File: config.mk
export PLATFORM = sky130hd
export DESIGN_NAME = alu_operand_sequencer_flat
export DESIGN_NICKNAME = d
export VERILOG_FILES = /design/src/rtl/alu_pkg.sv /design/src/rtl/alu_operand_sequencer_if.sv /design/src/rtl/alu_operand_sequencer_op_select.sv /design/src/rtl/alu_operand_sequencer.sv /design/src/flat_wrapper.sv
export SDC_FILE = /design/constraint.sdc
export NUM_CORES = 1
export LEC_CHECK = 0
export ABC_AREA = 1
export BUFFER_PORTS_ARGS = -buffer_cell sky130_fd_sc_hd__buf_2
export CAP_MARGIN = 25
export CORE_MARGIN = 4
export CORE_UTILIZATION = 48
export DETAILED_ROUTE_END_ITERATION = 10
export PLACE_DENSITY = 0.76
export SYNTH_ARGS = -nofsm -noshare
export SYNTH_HDL_FRONTEND = slang
export SYNTH_SLANG_ARGS = --single-unit
File: constraint.sdc
create_clock -name clk -period 1.7 [get_ports clk]
set_input_delay 0.17 -clock clk [delete_from_list [all_inputs] [get_ports clk]]
set_output_delay 0.17 -clock clk [all_outputs]
set_load 0.01 [all_outputs]
File: src/rtl/alu_pkg.sv
// Shared types and constants for the ALU operand-entry path.
package alu_pkg;

  localparam int unsigned WIDTH_DEF   = 8;
  localparam int unsigned NUM_OPS_DEF = 5;
  localparam int unsigned OP_W_DEF    = 3;

  typedef enum logic [1:0] {
    LOAD_A  = 2'd0,
    LOAD_B  = 2'd1,
    LOAD_OP = 2'd2,
    PRESENT = 2'd3
  } seq_state_t;

  localparam logic [OP_W_DEF-1:0] OP_ADD = 3'd0;
  localparam logic [OP_W_DEF-1:0] OP_SUB = 3'd1;
  localparam logic [OP_W_DEF-1:0] OP_AND = 3'd2;
  localparam logic [OP_W_DEF-1:0] OP_OR  = 3'd3;
  localparam logic [OP_W_DEF-1:0] OP_XOR = 3'd4;

endpackage

File: src/rtl/alu_operand_sequencer_if.sv
// Operand-set handoff bus between the sequencer (master) and the ALU/display path (slave).
interface alu_operand_sequencer_if
  import alu_pkg::*;
#(
  parameter int unsigned WIDTH = WIDTH_DEF,
  parameter int unsigned OP_W  = OP_W_DEF
);
  logic [WIDTH-1:0] op_a;
  logic [WIDTH-1:0] op_b;
  logic [OP_W-1:0]  opcode;
  logic [1:0]       stage;
  logic             out_valid;
  logic             out_ready;

  modport master (
    output op_a, op_b, opcode, stage, out_valid,
    input  out_ready
  );

  modport slave (
    input  op_a, op_b, opcode, stage, out_valid,
    output out_ready
  );
endinterface

File: src/rtl/alu_operand_sequencer_op_select.sv
// Modulo-NUM_OPS up/down opcode counter; up wins over down, out-of-range values recover to 0.
module op_select_counter
  import alu_pkg::*;
#(
  parameter int unsigned NUM_OPS = NUM_OPS_DEF,
  parameter int unsigned OP_W    = OP_W_DEF
) (
  input  logic            clk,
  input  logic            reset,
  input  logic            up,
  input  logic            down,
  output logic [OP_W-1:0] count
);
  localparam logic [OP_W-1:0] MAX = OP_W'(NUM_OPS - 1);

  always_ff @(posedge clk) begin
    if (reset) begin
      count <= '0;
    end else if (count > MAX) begin
      count <= '0;
    end else if (up) begin
      count <= (count == MAX) ? '0 : count + OP_W'(1);
    end else if (down) begin
      count <= (count == '0) ? MAX : count - OP_W'(1);
    end
  end
endmodule

File: src/rtl/alu_operand_sequencer.sv
// Turns debounced button pulses and the switch word into an (A, B, opcode) set handed off via valid/ready.
module alu_operand_sequencer
  import alu_pkg::*;
#(
  parameter int unsigned WIDTH   = WIDTH_DEF,
  parameter int unsigned NUM_OPS = NUM_OPS_DEF,
  parameter int unsigned OP_W    = OP_W_DEF
) (
  input  logic                     clk,
  input  logic                     reset,
  input  logic [WIDTH-1:0]         sw,
  input  logic                     pb_confirm,
  input  logic                     pb_back,
  input  logic                     pb_up,
  input  logic                     pb_down,
  alu_operand_sequencer_if.master  bus
);
  localparam logic [1:0] S_LOAD_A  = 2'(LOAD_A);
  localparam logic [1:0] S_LOAD_B  = 2'(LOAD_B);
  localparam logic [1:0] S_LOAD_OP = 2'(LOAD_OP);
  localparam logic [1:0] S_PRESENT = 2'(PRESENT);

  logic [1:0]       state;
  logic [1:0]       state_nxt;
  logic [WIDTH-1:0] op_a_q;
  logic [WIDTH-1:0] op_b_q;
  logic [OP_W-1:0]  opcode_q;
  logic             out_valid_q;
  logic             cap_a;
  logic             cap_b;
  logic             op_up;
  logic             op_down;

  // Next state and capture strobes; pulse priority is confirm > back > up > down.
  always_comb begin
    state_nxt = state;
    cap_a     = 1'b0;
    cap_b     = 1'b0;
    op_up     = 1'b0;
    op_down   = 1'b0;
    case (state)
      S_LOAD_A: begin
        if (pb_confirm) begin
          cap_a     = 1'b1;
          state_nxt = S_LOAD_B;
        end
      end
      S_LOAD_B: begin
        if (pb_confirm) begin
          cap_b     = 1'b1;
          state_nxt = S_LOAD_OP;
        end else if (pb_back) begin
          state_nxt = S_LOAD_A;
        end
      end
      S_LOAD_OP: begin
        if (pb_confirm) begin
          state_nxt = S_PRESENT;
        end else if (pb_back) begin
          state_nxt = S_LOAD_B;
        end else if (pb_up) begin
          op_up = 1'b1;
        end else if (pb_down) begin
          op_down = 1'b1;
        end
      end
      S_PRESENT: begin
        // Handshake beats back; operands stay frozen while valid is high.
        if (out_valid_q && bus.out_ready) begin
          state_nxt = S_LOAD_A;
        end else if (pb_back) begin
          state_nxt = S_LOAD_OP;
        end
      end
      default: state_nxt = S_LOAD_A;
    endcase
  end

  always_ff @(posedge clk) begin
    if (reset) begin
      state       <= S_LOAD_A;
      op_a_q      <= '0;
      op_b_q      <= '0;
      out_valid_q <= 1'b0;
    end else begin
      state       <= state_nxt;
      out_valid_q <= (state_nxt == S_PRESENT);
      if (cap_a) op_a_q <= sw;
      if (cap_b) op_b_q <= sw;
    end
  end

  op_select_counter #(
    .NUM_OPS (NUM_OPS),
    .OP_W    (OP_W)
  ) u_op_select (
    .clk   (clk),
    .reset (reset),
    .up    (op_up),
    .down  (op_down),
    .count (opcode_q)
  );

  assign bus.op_a      = op_a_q;
  assign bus.op_b      = op_b_q;
  assign bus.opcode    = opcode_q;
  assign bus.stage     = state;
  assign bus.out_valid = out_valid_q;
endmodule
File: src/flat_wrapper.sv
// flat-port wrapper written by rule: the top's interface ports become plain ports
module alu_operand_sequencer_flat import alu_pkg::*;
#(
  parameter int unsigned WIDTH   = WIDTH_DEF,
  parameter int unsigned NUM_OPS = NUM_OPS_DEF,
  parameter int unsigned OP_W    = OP_W_DEF
)
  (clk, reset, sw, pb_confirm, pb_back, pb_up, pb_down, bus_op_a, bus_op_b, bus_opcode, bus_stage, bus_out_valid, bus_out_ready);
  alu_operand_sequencer_if #(.WIDTH(WIDTH), .OP_W(OP_W)) bus_i ();
  input  logic clk;
  input  logic reset;
  input  logic [WIDTH-1:0] sw;
  input  logic pb_confirm;
  input  logic pb_back;
  input  logic pb_up;
  input  logic pb_down;
  output wire logic [$bits(bus_i.op_a)-1:0] bus_op_a;
  output wire logic [$bits(bus_i.op_b)-1:0] bus_op_b;
  output wire logic [$bits(bus_i.opcode)-1:0] bus_opcode;
  output wire logic [$bits(bus_i.stage)-1:0] bus_stage;
  output wire logic [$bits(bus_i.out_valid)-1:0] bus_out_valid;
  input wire logic [$bits(bus_i.out_ready)-1:0] bus_out_ready;
  assign bus_op_a = bus_i.op_a;
  assign bus_op_b = bus_i.op_b;
  assign bus_opcode = bus_i.opcode;
  assign bus_stage = bus_i.stage;
  assign bus_out_valid = bus_i.out_valid;
  assign bus_i.out_ready = bus_out_ready;
  alu_operand_sequencer #(.WIDTH(WIDTH), .NUM_OPS(NUM_OPS), .OP_W(OP_W)) u_core (.clk(clk), .reset(reset), .sw(sw), .pb_confirm(pb_confirm), .pb_back(pb_back), .pb_up(pb_up), .pb_down(pb_down), .bus(bus_i));
endmodule
Word level (Yosys, flattened, before mapping) --
Index checks and enable logic that the tools add are counted.
Storage, ports and cells: input bits 15, register bits after elaboration 22, output and inout port bits 22
Cells by class: equality and inequality tests 5, reduce and logical (&&, ||, !) cells 5, magnitude comparators 1, $add $sub $neg 2, multiplexer cells 24
Operators by type and width (count):
- $mux 2 | 7
- $mux 1 | 12
- $mux 3 | 4
- $pmux 2 s4 | 1
- $eq 2x2->1 const B | 3
- $add 3x1->3 const B | 1
- $eq 3x3->1 const B | 1
- $gt 3x3->1 const B | 1
- $logic_not 3->1 | 1
- $sub 3x1->3 const B | 1
- $eq 2x1->1 const B | 1
- $logic_not 2->1 | 1
- $reduce_bool 2->1 | 1
- $reduce_or 2->1 | 1
- $logic_and 1x1->1 | 1

Longest topological paths before layout --
Gate-level depths: netlist of the first run.
word-level depth 7, mapped depth 9

Modules after synthesis --
Synthesis of the first run repeated with hierarchy kept, for this count alone.
Second synthesis, totals: cells, all modules 144, area, all modules 1019.7 sq um
By module, submodules not included:
- alu_operand_sequencer | area each 768.2 sq um, instances 1, sequential area each 380.4 sq um, cells an instance 104
- op_select_counter | area each 251.5 sq um, instances 1, sequential area each 60.1 sq um, cells an instance 40

Least setup slack after synthesis of the first run --
OpenSTA, ideal clock, no wires.
kind reg-to-reg, from register u_core.u_op_select.count[0], to register u_core.u_op_select.count[2], data required time 1.585 ns, cell stages (with the launch flop) 9, slack 0.386 ns, buffers on the path 0, library setup time 0.115 ns, period minus slack after synthesis 1.314 ns, arrival 1.200 ns, cells stage by stage dfxtp_1 -> inv_1 -> ha_1 -> ha_1 -> inv_1 -> nand2_1 -> nand2_1 -> nor2_1 -> nor2_1
On the way: word-level cells in the longest chain between the ends 4, elaborated cells on any way between the ends 10, those cells by class add/sub (2); order compare (1); eq/ne (1); mux (4); reduce/logical (2)
RTL lines:
- start: declaration | line alu_operand_sequencer_op_select.sv:12 | output logic [OP_W-1:0] count
- start signal: assignment | line alu_operand_sequencer_op_select.sv:22 | count <= (count == MAX) ? '0 : count + OP_W'(1);
- start signal: assignment | line alu_operand_sequencer_op_select.sv:24 | count <= (count == '0) ? MAX : count - OP_W'(1);
- $sub 3x1->3 / $logic_not 3->1 (equally long branches) | line alu_operand_sequencer_op_select.sv:24
- $mux 3 | line alu_operand_sequencer_op_select.sv:24
- $mux 3 | line alu_operand_sequencer_op_select.sv:23 | end else if (down) begin
- $mux 3 | line alu_operand_sequencer_op_select.sv:21 | end else if (up) begin
Several ways; a longest one is shown, not always the timed one. The select of a mux whose other input is x is not followed. A chain may end at the register's enable or synchronous reset.

Worst setup path after layout of the first run --
from register u_core.u_op_select.count[0], to register u_core.u_op_select.count[1]
The elaborated chain is that of the path after synthesis.

==> impl_table.tex, run 1 <==
\begin{tabular}{lr}
\hline
Metric & Value \\
\hline
\multicolumn{2}{l}{\textbf{Clock network}} \\
\quad Total number of H-tree levels & 1 \\
\quad CTS tree & built \\
\quad Number of buffers added to fix hold violations after cts & 0 \\
\quad Cts bufs inserted & 3 \\
\quad Post-CTS setup buffer count & 0 \\
\quad Clk Latency, worst-skew pair & 0.31 ns \\
\quad Worst-path clk slew & roughly 0.12 ns \\
\quad Clock sink count & 22 \\
\quad Number of resized instances in the post-cts repair step & 0 \\
\quad Longest Clk Path Bufs & 2 \\
\quad Root Buffer & sky130\_fd\_sc\_hd\_\_clkbuf\_4 \\
\multicolumn{2}{l}{\textbf{Place}} \\
\quad Post-detailed-placement half-perimeter wirelength & $\sim$1900 microns \\
\quad Total of buffers placed on input and output ports & 36 \\
\quad Instance count after placement with tap cells included & 209 \\
\quad Gpl congestion & 0.884 \\
\multicolumn{2}{l}{\textbf{Worst setup path}} \\
\quad Crit path max-delay cell type & sky130\_fd\_sc\_hd\_\_dfxtp\_1 \\
\quad Worst flop-to-flop path startpoint & u\_core.u\_op\_select.count[0] \\
\quad Worst EP required & 1.97 ns \\
\quad CP Max Fanout & 5 \\
\quad Total buffers and inverters traversed by the critical path & 4 \\
\quad Worst path cell trace & inv\_1, ha\_1, inv\_1, ha\_1, nor2\_1, inv\_1, a21oi\_1, nand2\_1, inv\_1 \\
\quad Source of the critical timing path & u\_core.u\_op\_select.count[0] \\
\quad CP delay by family, top & adder cells \\
\quad Delay contributed by the slowest stage of the critical path & 0.35 ns \\
\quad Cell repeated most along the worst path & sky130\_fd\_sc\_hd\_\_inv\_1 \\
\quad Worst R2R Path Depth & 9 \\
\quad Data arrival time of the critical path & approximately 1.7 ns \\
\quad Critical setup path kind & register to register \\
\quad Cell depth of the worst setup path & 9 \\
\quad Type of element capturing the critical path & register \\
\quad Type of element launching the critical path & register \\
\multicolumn{2}{l}{\textbf{Logic synthesis}} \\
\quad Post-synthesis async set-or-reset flop share & 0 \\
\quad Register area share after synthesis & 0.417 \\
\quad Ranking of synthesized cells by area & sky130\_fd\_sc\_hd\_\_dfxtp\_1, sky130\_fd\_sc\_hd\_\_nor2\_1, sky130\_fd\_sc\_hd\_\_nand2\_1 \\
\quad Most used standard cell by instance count after synthesis & sky130\_fd\_sc\_hd\_\_nor2\_1 \\
\quad Fraction of post-synthesis cell area in the top cell type by area & 0.417 \\
\quad Most common flop cell mapped by yosys & sky130\_fd\_sc\_hd\_\_dfxtp\_1 \\
\quad Avg Cell Area, Syn & 7.14 sq um \\
\quad Count of synthesis-stage warnings from yosys & 0 \\
\quad Post-synth net total & between 150 and 200 \\
\quad Cell type contributing the most total cell area after synthesis & sky130\_fd\_sc\_hd\_\_dfxtp\_1 \\
\quad Synthesized area & between 1000 and 1500 sq um \\
\quad Post-synth EDFFs & 0 \\
\quad Number of instances in the synthesized netlist & $\sim$150 \\
\quad Post-synth top cells & sky130\_fd\_sc\_hd\_\_nor2\_1, sky130\_fd\_sc\_hd\_\_nand2\_1, sky130\_fd\_sc\_hd\_\_dfxtp\_1 \\
\quad FF+latch count, synth & 22 \\
\quad Number of distinct library cells after synthesis & 18 \\
\multicolumn{2}{l}{\textbf{Detailed routing}} \\
\quad Via count & 1,054 \\
\quad Vias per cell & 4.95 \\
\quad Initial drt markers & 25 \\
\quad Total Wirelength & 2390 microns \\
\quad First-pass iteration count of the detailed router & 4 \\
\quad Avg WL per Cell & around 11 microns \\
\quad Antenna-violating nets left & 0 \\
\quad DRC violations left & 0 \\
\multicolumn{2}{l}{\textbf{Final layout}} \\
\quad Ratio of cells with drive above 1 in the final layout & 0.285 \\
\quad Synth-to-Final Area Change & 24.4\% \\
\quad Number of antenna repair diodes & 0 \\
\quad Number of inserted filler cells in the final layout & around 200 \\
\quad Core Util, Final & 0.650 \\
\quad Combined area of the multi-input logic cells & 528 sq um \\
\quad Sequential cell area & between 400 and 500 sq um \\
\quad Number of nets in the layout & just over 200 \\
\quad Final Instance Count excl. Fillers & around 210 \\
\multicolumn{2}{l}{\textbf{Worst hold path}} \\
\quad Worst Hold Class & input port to register \\
\quad Origin of the worst min-delay path & sw[7] \\
\quad Hold Path Cell Cnt & 3 \\
\multicolumn{2}{l}{\textbf{Global route}} \\
\quad Number of global-route vias before repair & 1,008 \\
\quad Global-route usage over all layers & 0.188 \\
\quad Pin count of the biggest net entering global routing & 14 \\
\quad First-pass GRT wire length & approximately 4200 microns \\
\quad Antenna violations before repair & 0 \\
\quad Global route overflow & 0 \\
\multicolumn{2}{l}{\textbf{Floorplan}} \\
\quad Overall die width & $\sim$55 microns \\
\quad Boundary Pins & 37 \\
\quad Initial core utilization & 0.522 \\
\quad DIE AREA & 3010 sq um \\
\quad Area of the core region & 2020 sq um \\
\quad Number of rows created at floorplan & 16 \\
\quad Height of the chip & 54.9 microns \\
\multicolumn{2}{l}{\textbf{STA}} \\
\quad Final count of negative-setup-slack endpoints & 0 \\
\quad Final cycle utilization of the critical path & 0.811 \\
\quad Transition at the pin with the smallest max-transition slack & 0.390 ns \\
\quad Worst hold slack after final layout & approximately 0.13 ns \\
\quad Final count of pins violating max slew & 0 \\
\quad Number of hold violations in the final report & 0 \\
\quad Fin Setup TNS & 0 ns \\
\quad Max-slew headroom & 0.739 \\
\quad RSZ-0062 raised after global routing & no \\
\quad Clk\_skew & approximately 0.003 ns \\
\quad Achievable frequency & slightly above 0.7 GHz \\
\quad Final critical-path required period & about 1.4 ns \\
\multicolumn{2}{l}{\textbf{Pwr}} \\
\quad Leakage dissipation & around 0.68 nW \\
\quad Net switching power figure & 0.303 mW \\
\quad Fraction of power consumed by the clock network & 0.342 \\
\quad Power per Cell Area & slightly below 900 nW/um\^{}2 \\
\quad Maximum VDD drop & between 0.0004 and 0.0005 V \\
\quad Power share of the combinational group & 0.167 \\
\quad Total Power Consumption & $\sim$1.2 mW \\
\quad Fraction of power spent switching nets & 0.260 \\
\quad Sequential Power Share & 0.491 \\
\quad Internal Power & roughly 0.86 mW \\
\multicolumn{2}{l}{\textbf{Job}} \\
\quad Max Cap Viol & 0 \\
\multicolumn{2}{l}{\textbf{Run status}} \\
\quad Run status & finished, final reports clean \\
\hline
\end{tabular}
## power groups by stage
stage                     registers [mW]  clock network, mW  logic [mW]
after floorplan                    0.599                  0       0.103
after global placement             0.581                  0       0.189
after detailed placement           0.584                  0       0.194
after CTS                          0.572              0.406       0.195
after global routing               0.576              0.428       0.224
final                              0.571              0.397       0.194
## final timing paths
check	endpoint	slack (ns)
setup reg to reg	u_core.u_op_select.count[1]	0.32
hold reg to reg	u_core.bus.op_b[7]	0.47
hold / removal	u_core.bus.op_a[7]	0.13
setup / recovery	u_core.u_op_select.count[1]	0.32
## layout make-up
class / instances / area share
well taps: 27 / 0.0257
clock inverters: 1 / 0.0229
repair buffers: 36 / 0.137
clock buffers: 3 / 0.0171
multi-input cells: 103 / 0.402
inverters: 21 / 0.0600
flip-flops and latches: 22 / 0.335
## worst reg2reg max path, delay by kind of cell (launching register included)
family	cells	cell delay, ns
and+or+nand+nor	2	0.18
adders and majority gates	2	0.42
buffers and inverters	4	0.28
AOI/OAI and AO/OA	1	0.11
DFF	1	0.35
## cell usage in the layout, fill, tap and decap left out, types with 5 or more instances in the layout
cell / n
sky130_fd_sc_hd__nand2_1: 23
sky130_fd_sc_hd__inv_1: 18
sky130_fd_sc_hd__ha_1: 5
sky130_fd_sc_hd__nand3_1: 15
sky130_fd_sc_hd__dfxtp_1: 22
sky130_fd_sc_hd__nor2_1: 29
sky130_fd_sc_hd__a21oi_1: 9
sky130_fd_sc_hd__buf_2: 36
sky130_fd_sc_hd__o21ai_0: 9
## cells by family after synthesis
logic type      Yosys count  share of synthesized area
buf+inv                  23                     0.0829
simple gates             78                      0.346
fa+ha+maj                 5                     0.0592
flops                    22                      0.417
compound gates           20                     0.0948
## registers in the layout, summed over array words and instances (netlist names)
signal / count
u_core.bus.op_a: 8
u_core.bus.op_b: 8
u_core.bus.out_valid: 1
u_core.bus.stage: 2
u_core.u_op_select.count: 3
## stage by stage
step	setup WS (ns)	instance area (sq um)
final	0.321	1310
after CTS	0.305	1310
after global placement	0.419	1260
after global routing	0.130	1310
after floorplan	0.386	1060
after detailed placement	0.340	1260
## layer usage
layer / global-route usage / part of all wire / up-vias
met2: 0.325 / 0.49 / 30
li1: - / - / 545
met1: 0.219 / 0.43 / 472
met5: 0 / 0 / -
met4: 0.0891 / 0.019 / 0
met3: 0.0429 / 0.053 / 7
Note: power is estimated with default switching activity, not from simulation.
==> run 2: changes to the inputs <==
ABC_AREA = 0   (was 1)
PLACE_DENSITY = 0.77   (was 0.76)
clock period = 1.4 ns   (was 1.7 ns; I/O delays follow)
==> run 2 against run 1 <==
Effect of this change: register-to-register slack worse by 0.27 ns; synthesized cell count down 28%; non-clock buffer count rose by 8; clock skew increased by 0.0037 ns; fmax is 2.3% higher; die area down 1.6%; sequential power up 18%; highest routed layer unchanged.
==> impl_table.tex, run 2 <==
\begin{tabular}{lr}
\hline
Metric & Value \\
\hline
\multicolumn{2}{l}{\textbf{Run status}} \\
\quad Run status & finished, final reports clean (unchanged) \\
\multicolumn{2}{l}{\textbf{Logic synthesis}} \\
\quad Number of distinct library cells after synthesis & 27 (was 18) \\
\quad Most common flop cell mapped by yosys & sky130\_fd\_sc\_hd\_\_dfxtp\_1 (unchanged) \\
\quad Cell type contributing the most total cell area after synthesis & sky130\_fd\_sc\_hd\_\_dfxtp\_1 (unchanged) \\
\quad Synthesized area & 1040 sq um (was 1060 sq um) \\
\quad Count of synthesis-stage warnings from yosys & 0 (unchanged) \\
\quad Post-synth EDFFs & 0 (unchanged) \\
\quad Post-synthesis async set-or-reset flop share & 0 (unchanged) \\
\quad Fraction of post-synthesis cell area in the top cell type by area & 0.425 (was 0.417) \\
\quad Ranking of synthesized cells by area & sky130\_fd\_sc\_hd\_\_dfxtp\_1, sky130\_fd\_sc\_hd\_\_mux2i\_1, sky130\_fd\_sc\_hd\_\_nor2\_1 (was sky130\_fd\_sc\_hd\_\_dfxtp\_1, sky130\_fd\_sc\_hd\_\_nor2\_1, sky130\_fd\_sc\_hd\_\_nand2\_1) \\
\quad Post-synth net total & 127 (was 168) \\
\quad Avg Cell Area, Syn & 9.68 sq um (was 7.14 sq um) \\
\quad FF+latch count, synth & 22 (unchanged) \\
\quad Number of instances in the synthesized netlist & 107 (was 148) \\
\quad Register area share after synthesis & 0.425 (was 0.417) \\
\quad Most used standard cell by instance count after synthesis & sky130\_fd\_sc\_hd\_\_dfxtp\_1 (was sky130\_fd\_sc\_hd\_\_nor2\_1) \\
\quad Post-synth top cells & sky130\_fd\_sc\_hd\_\_dfxtp\_1, sky130\_fd\_sc\_hd\_\_nor2\_1, sky130\_fd\_sc\_hd\_\_mux2i\_1 (was sky130\_fd\_sc\_hd\_\_nor2\_1, sky130\_fd\_sc\_hd\_\_nand2\_1, sky130\_fd\_sc\_hd\_\_dfxtp\_1) \\
\multicolumn{2}{l}{\textbf{Final layout}} \\
\quad Synth-to-Final Area Change & 28.9\% (was 24.4\%) \\
\quad Commonest cells after routing, fill and taps aside & sky130\_fd\_sc\_hd\_\_buf\_2, sky130\_fd\_sc\_hd\_\_dfxtp\_1, sky130\_fd\_sc\_hd\_\_nor2\_1, sky130\_fd\_sc\_hd\_\_mux2i\_1, sky130\_fd\_sc\_hd\_\_buf\_4 (was sky130\_fd\_sc\_hd\_\_buf\_2, sky130\_fd\_sc\_hd\_\_nor2\_1, sky130\_fd\_sc\_hd\_\_nand2\_1, sky130\_fd\_sc\_hd\_\_dfxtp\_1, sky130\_fd\_sc\_hd\_\_inv\_1) \\
\quad Core Util, Final & 0.667 (was 0.650) \\
\quad Number of antenna repair diodes & 0 (unchanged) \\
\quad Ratio of cells with drive above 1 in the final layout & 0.403 (was 0.285) \\
\quad Commonest non-fill, non-tap cell in the layout & sky130\_fd\_sc\_hd\_\_buf\_2 (unchanged) \\
\quad Number of nets in the layout & 170 (was 207) \\
\quad Number of inserted filler cells in the final layout & 167 (was 196) \\
\quad Non-Filler Cell Area, Final & 1340 sq um (was 1310 sq um) \\
\quad Final Instance Count excl. Fillers & 176 (was 213) \\
\multicolumn{2}{l}{\textbf{Floorplan}} \\
\quad Number of rows created at floorplan & 16 (unchanged) \\
\quad Height of the chip & 54.5 microns (was 54.9 microns) \\
\quad Boundary Pins & 37 (unchanged) \\
\quad Initial core utilization & 0.518 (was 0.522) \\
\quad DIE AREA & 2970 sq um (was 3010 sq um) \\
\quad Overall die width & 54.5 microns (was 54.9 microns) \\
\quad Area of the core region & 2000 sq um (was 2020 sq um) \\
\multicolumn{2}{l}{\textbf{STA}} \\
\quad Final count of pins violating max slew & 0 (unchanged) \\
\quad Final critical-path required period & 1.35 ns (was 1.38 ns) \\
\quad Number of hold violations in the final report & 0 (unchanged) \\
\quad Worst hold slack after final layout & 0.0804 ns (was 0.126 ns) \\
\quad Final count of negative-setup-slack endpoints & 0 (unchanged) \\
\quad Transition at the pin with the smallest max-transition slack & 0.390 ns (about the same) \\
\quad Fin Setup TNS & 0 ns (unchanged) \\
\quad Final cycle utilization of the critical path & 0.963 (was 0.811) \\
\quad Achievable frequency & 0.742 GHz (was 0.725 GHz) \\
\quad Clk\_skew & 0.00667 ns (was 0.00297 ns) \\
\quad Setup WS post-layout & 0.0518 ns (was 0.321 ns) \\
\quad RSZ-0062 raised after global routing & yes (was no) \\
\quad Max-slew headroom & 0.739 (about the same) \\
\multicolumn{2}{l}{\textbf{Pwr}} \\
\quad Sequential Power Share & 0.557 (was 0.491) \\
\quad Power per Cell Area & 904 nW/um\^{}2 (was 885 nW/um\^{}2) \\
\quad Leakage dissipation & 0.687 nW (was 0.680 nW) \\
\quad Fraction of power consumed by the clock network & 0.284 (was 0.342) \\
\quad Total Power Consumption & 1.21 mW (was 1.16 mW) \\
\quad Net switching power figure & 0.301 mW (was 0.303 mW) \\
\quad Power share of the combinational group & 0.159 (was 0.167) \\
\quad Fraction of power spent switching nets & 0.250 (was 0.260) \\
\quad Maximum VDD drop & 0.000783 V (was 0.000482 V) \\
\quad Internal Power & 0.905 mW (was 0.860 mW) \\
\multicolumn{2}{l}{\textbf{Worst setup path}} \\
\quad Worst path cell trace & inv\_2, ha\_4, ha\_2, nor3b\_2, o211ai\_1, o21a\_1, nor3\_2 (was inv\_1, ha\_1, inv\_1, ha\_1, nor2\_1, inv\_1, a21oi\_1, nand2\_1, inv\_1) \\
\quad Critical setup path kind & register to register (unchanged) \\
\quad Worst R2R Path Depth & 7 (was 9) \\
\quad Worst EP required & 1.64 ns (was 1.97 ns) \\
\quad Type of element launching the critical path & register (unchanged) \\
\quad Worst flop-to-flop path startpoint & u\_core.u\_op\_select.count[0] (unchanged) \\
\quad Source of the critical timing path & u\_core.u\_op\_select.count[0] (unchanged) \\
\quad Data arrival time of the critical path & 1.59 ns (was 1.65 ns) \\
\quad Delay contributed by the slowest stage of the critical path & 0.37 ns (was 0.35 ns) \\
\quad CP Max Fanout & 4 (was 5) \\
\quad Crit path max-delay cell type & sky130\_fd\_sc\_hd\_\_dfxtp\_2 (was sky130\_fd\_sc\_hd\_\_dfxtp\_1) \\
\quad Type of element capturing the critical path & register (unchanged) \\
\multicolumn{2}{l}{\textbf{Place}} \\
\quad Placed standard-cell area & 1270 sq um (was 1260 sq um) \\
\quad Post-detailed-placement half-perimeter wirelength & 1710 microns (was 1910 microns) \\
\quad Instance count after placement with tap cells included & 171 (was 209) \\
\quad Total of buffers placed on input and output ports & 36 (unchanged) \\
\quad Worst setup slack after placement & -0.0807 ns (was 0.340 ns) \\
\quad Gpl congestion & 0.727 (was 0.884) \\
\multicolumn{2}{l}{\textbf{Detailed routing}} \\
\quad Antenna-violating nets left & 0 (unchanged) \\
\quad Initial drt markers & 9 (was 25) \\
\quad DRC violations left & 0 (unchanged) \\
\quad Vias per cell & 4.98 (was 4.95) \\
\quad Total Wirelength & 2160 microns (was 2390 microns) \\
\quad First-pass iteration count of the detailed router & 4 (unchanged) \\
\quad Avg WL per Cell & 12.3 microns (was 11.2 microns) \\
\quad Via count & 877 (was 1,054) \\
\multicolumn{2}{l}{\textbf{Worst hold path}} \\
\quad Worst Hold Class & input port to register (unchanged) \\
\quad Origin of the worst min-delay path & sw[3] (was sw[7]) \\
\quad Hold Path Cell Cnt & 3 (unchanged) \\
\multicolumn{2}{l}{\textbf{Clock network}} \\
\quad Clock sink count & 22 (unchanged) \\
\quad Total number of H-tree levels & 1 (unchanged) \\
\quad Longest Clk Path Bufs & 2 (unchanged) \\
\quad Root Buffer & sky130\_fd\_sc\_hd\_\_clkbuf\_4 (unchanged) \\
\quad Number of buffers added to fix hold violations after cts & 0 (unchanged) \\
\quad Cts bufs inserted & 3 (unchanged) \\
\quad Worst-path clk slew & 0.12 ns (about the same) \\
\quad Clk Latency, worst-skew pair & 0.30 ns (was 0.31 ns) \\
\quad CTS tree & built (unchanged) \\
\multicolumn{2}{l}{\textbf{Global route}} \\
\quad Global route overflow & 0 (unchanged) \\
\quad Global-route usage over all layers & 0.166 (was 0.188) \\
\quad Antenna violations before repair & 0 (unchanged) \\
\quad Pin count of the biggest net entering global routing & 15 (was 14) \\
\quad Number of global-route vias before repair & 894 (was 1,008) \\
\quad First-pass GRT wire length & 3610 microns (was 4160 microns) \\
\multicolumn{2}{l}{\textbf{Job}} \\
\quad Max Cap Viol & 0 (unchanged) \\
\hline
\end{tabular}
## run 2: cell types whose count changed in the layout (fill, tap and decap cells not counted), sizes merged, moves of 2 or more
| cell | previous run | this run |
|---|---|---|
| inv | 21 | 6 |
| nor2 | 33 | 19 |
| nor3b | 0 | 3 |
| nand3 | 18 | 1 |
| nand3b | 0 | 2 |
| o211ai | 0 | 2 |
| a21oi | 9 | 4 |
| o21ai | 11 | 5 |
| buf | 36 | 44 |
| nand2 | 26 | 4 |
| mux2i | 0 | 17 |
| o21a | 0 | 3 |
## run 2: logic make-up after synthesis
logic type	Yosys count	share of synthesized area
DFF	22	0.425
and+or+nand+nor	33	0.171
adders and majority gates	5	0.0604
muxes	17	0.164
AOI/OAI and AO/OA	18	0.122
buffers and inverters	12	0.0568
## run 2: power by group through the flow
stage	logic, mW	registers, mW	clock network, mW
2_1_floorplan	0.101	0.697	0
3_3_place_gp	0.187	0.683	0
3_5_place_dp	0.192	0.685	0
4_1_cts	0.193	0.672	0.353
5_1_grt	0.214	0.675	0.376
6_report	0.192	0.672	0.343
## run 2: final timing paths
kind	to	slack, ns
setup / recovery	u_core.u_op_select.count[0]	0.05
hold / removal	u_core.bus.op_a[3]	0.08
setup reg to reg	u_core.u_op_select.count[0]	0.05
hold reg to reg	u_core.bus.op_b[6]	0.51
## run 2: repair_timing
item / CTS / global route
gates cloned: 0 / 0
setup endpoints to repair: 1 / 3
resized for setup: 2 / 5
pin swaps: 0 / 4
setup buffers: 0 / 1
## run 2: worst max-delay path: cells and delay by family, from the launching register on
| kind | cells | cell delay [ns] |
|---|---|---|
| compound gates | 2 | 0.26 |
| fa+ha+maj | 2 | 0.34 |
| flops | 1 | 0.37 |
| simple gates | 2 | 0.27 |
| buf+inv | 1 | 0.06 |
## run 2: final cells by class
class | count | area, sq um | share of cell area
Sequential cell | 22 | 443 | 0.332
Tap cell | 27 | 33.8 | 0.0253
Multi-Input combinational cell | 73 | 559 | 0.419
Timing Repair Buffer | 44 | 240 | 0.180
Inverter | 6 | 22.5 | 0.0169
Clock buffer | 4 | 36.3 | 0.0272
## run 2: per-layer routing
metal / wire, microns / global-route usage
met4: 10 / 0.0664
met1: 917 / 0.189
met5: 0 / 0
met2: 1110 / 0.299
met3: 121 / 0.0354
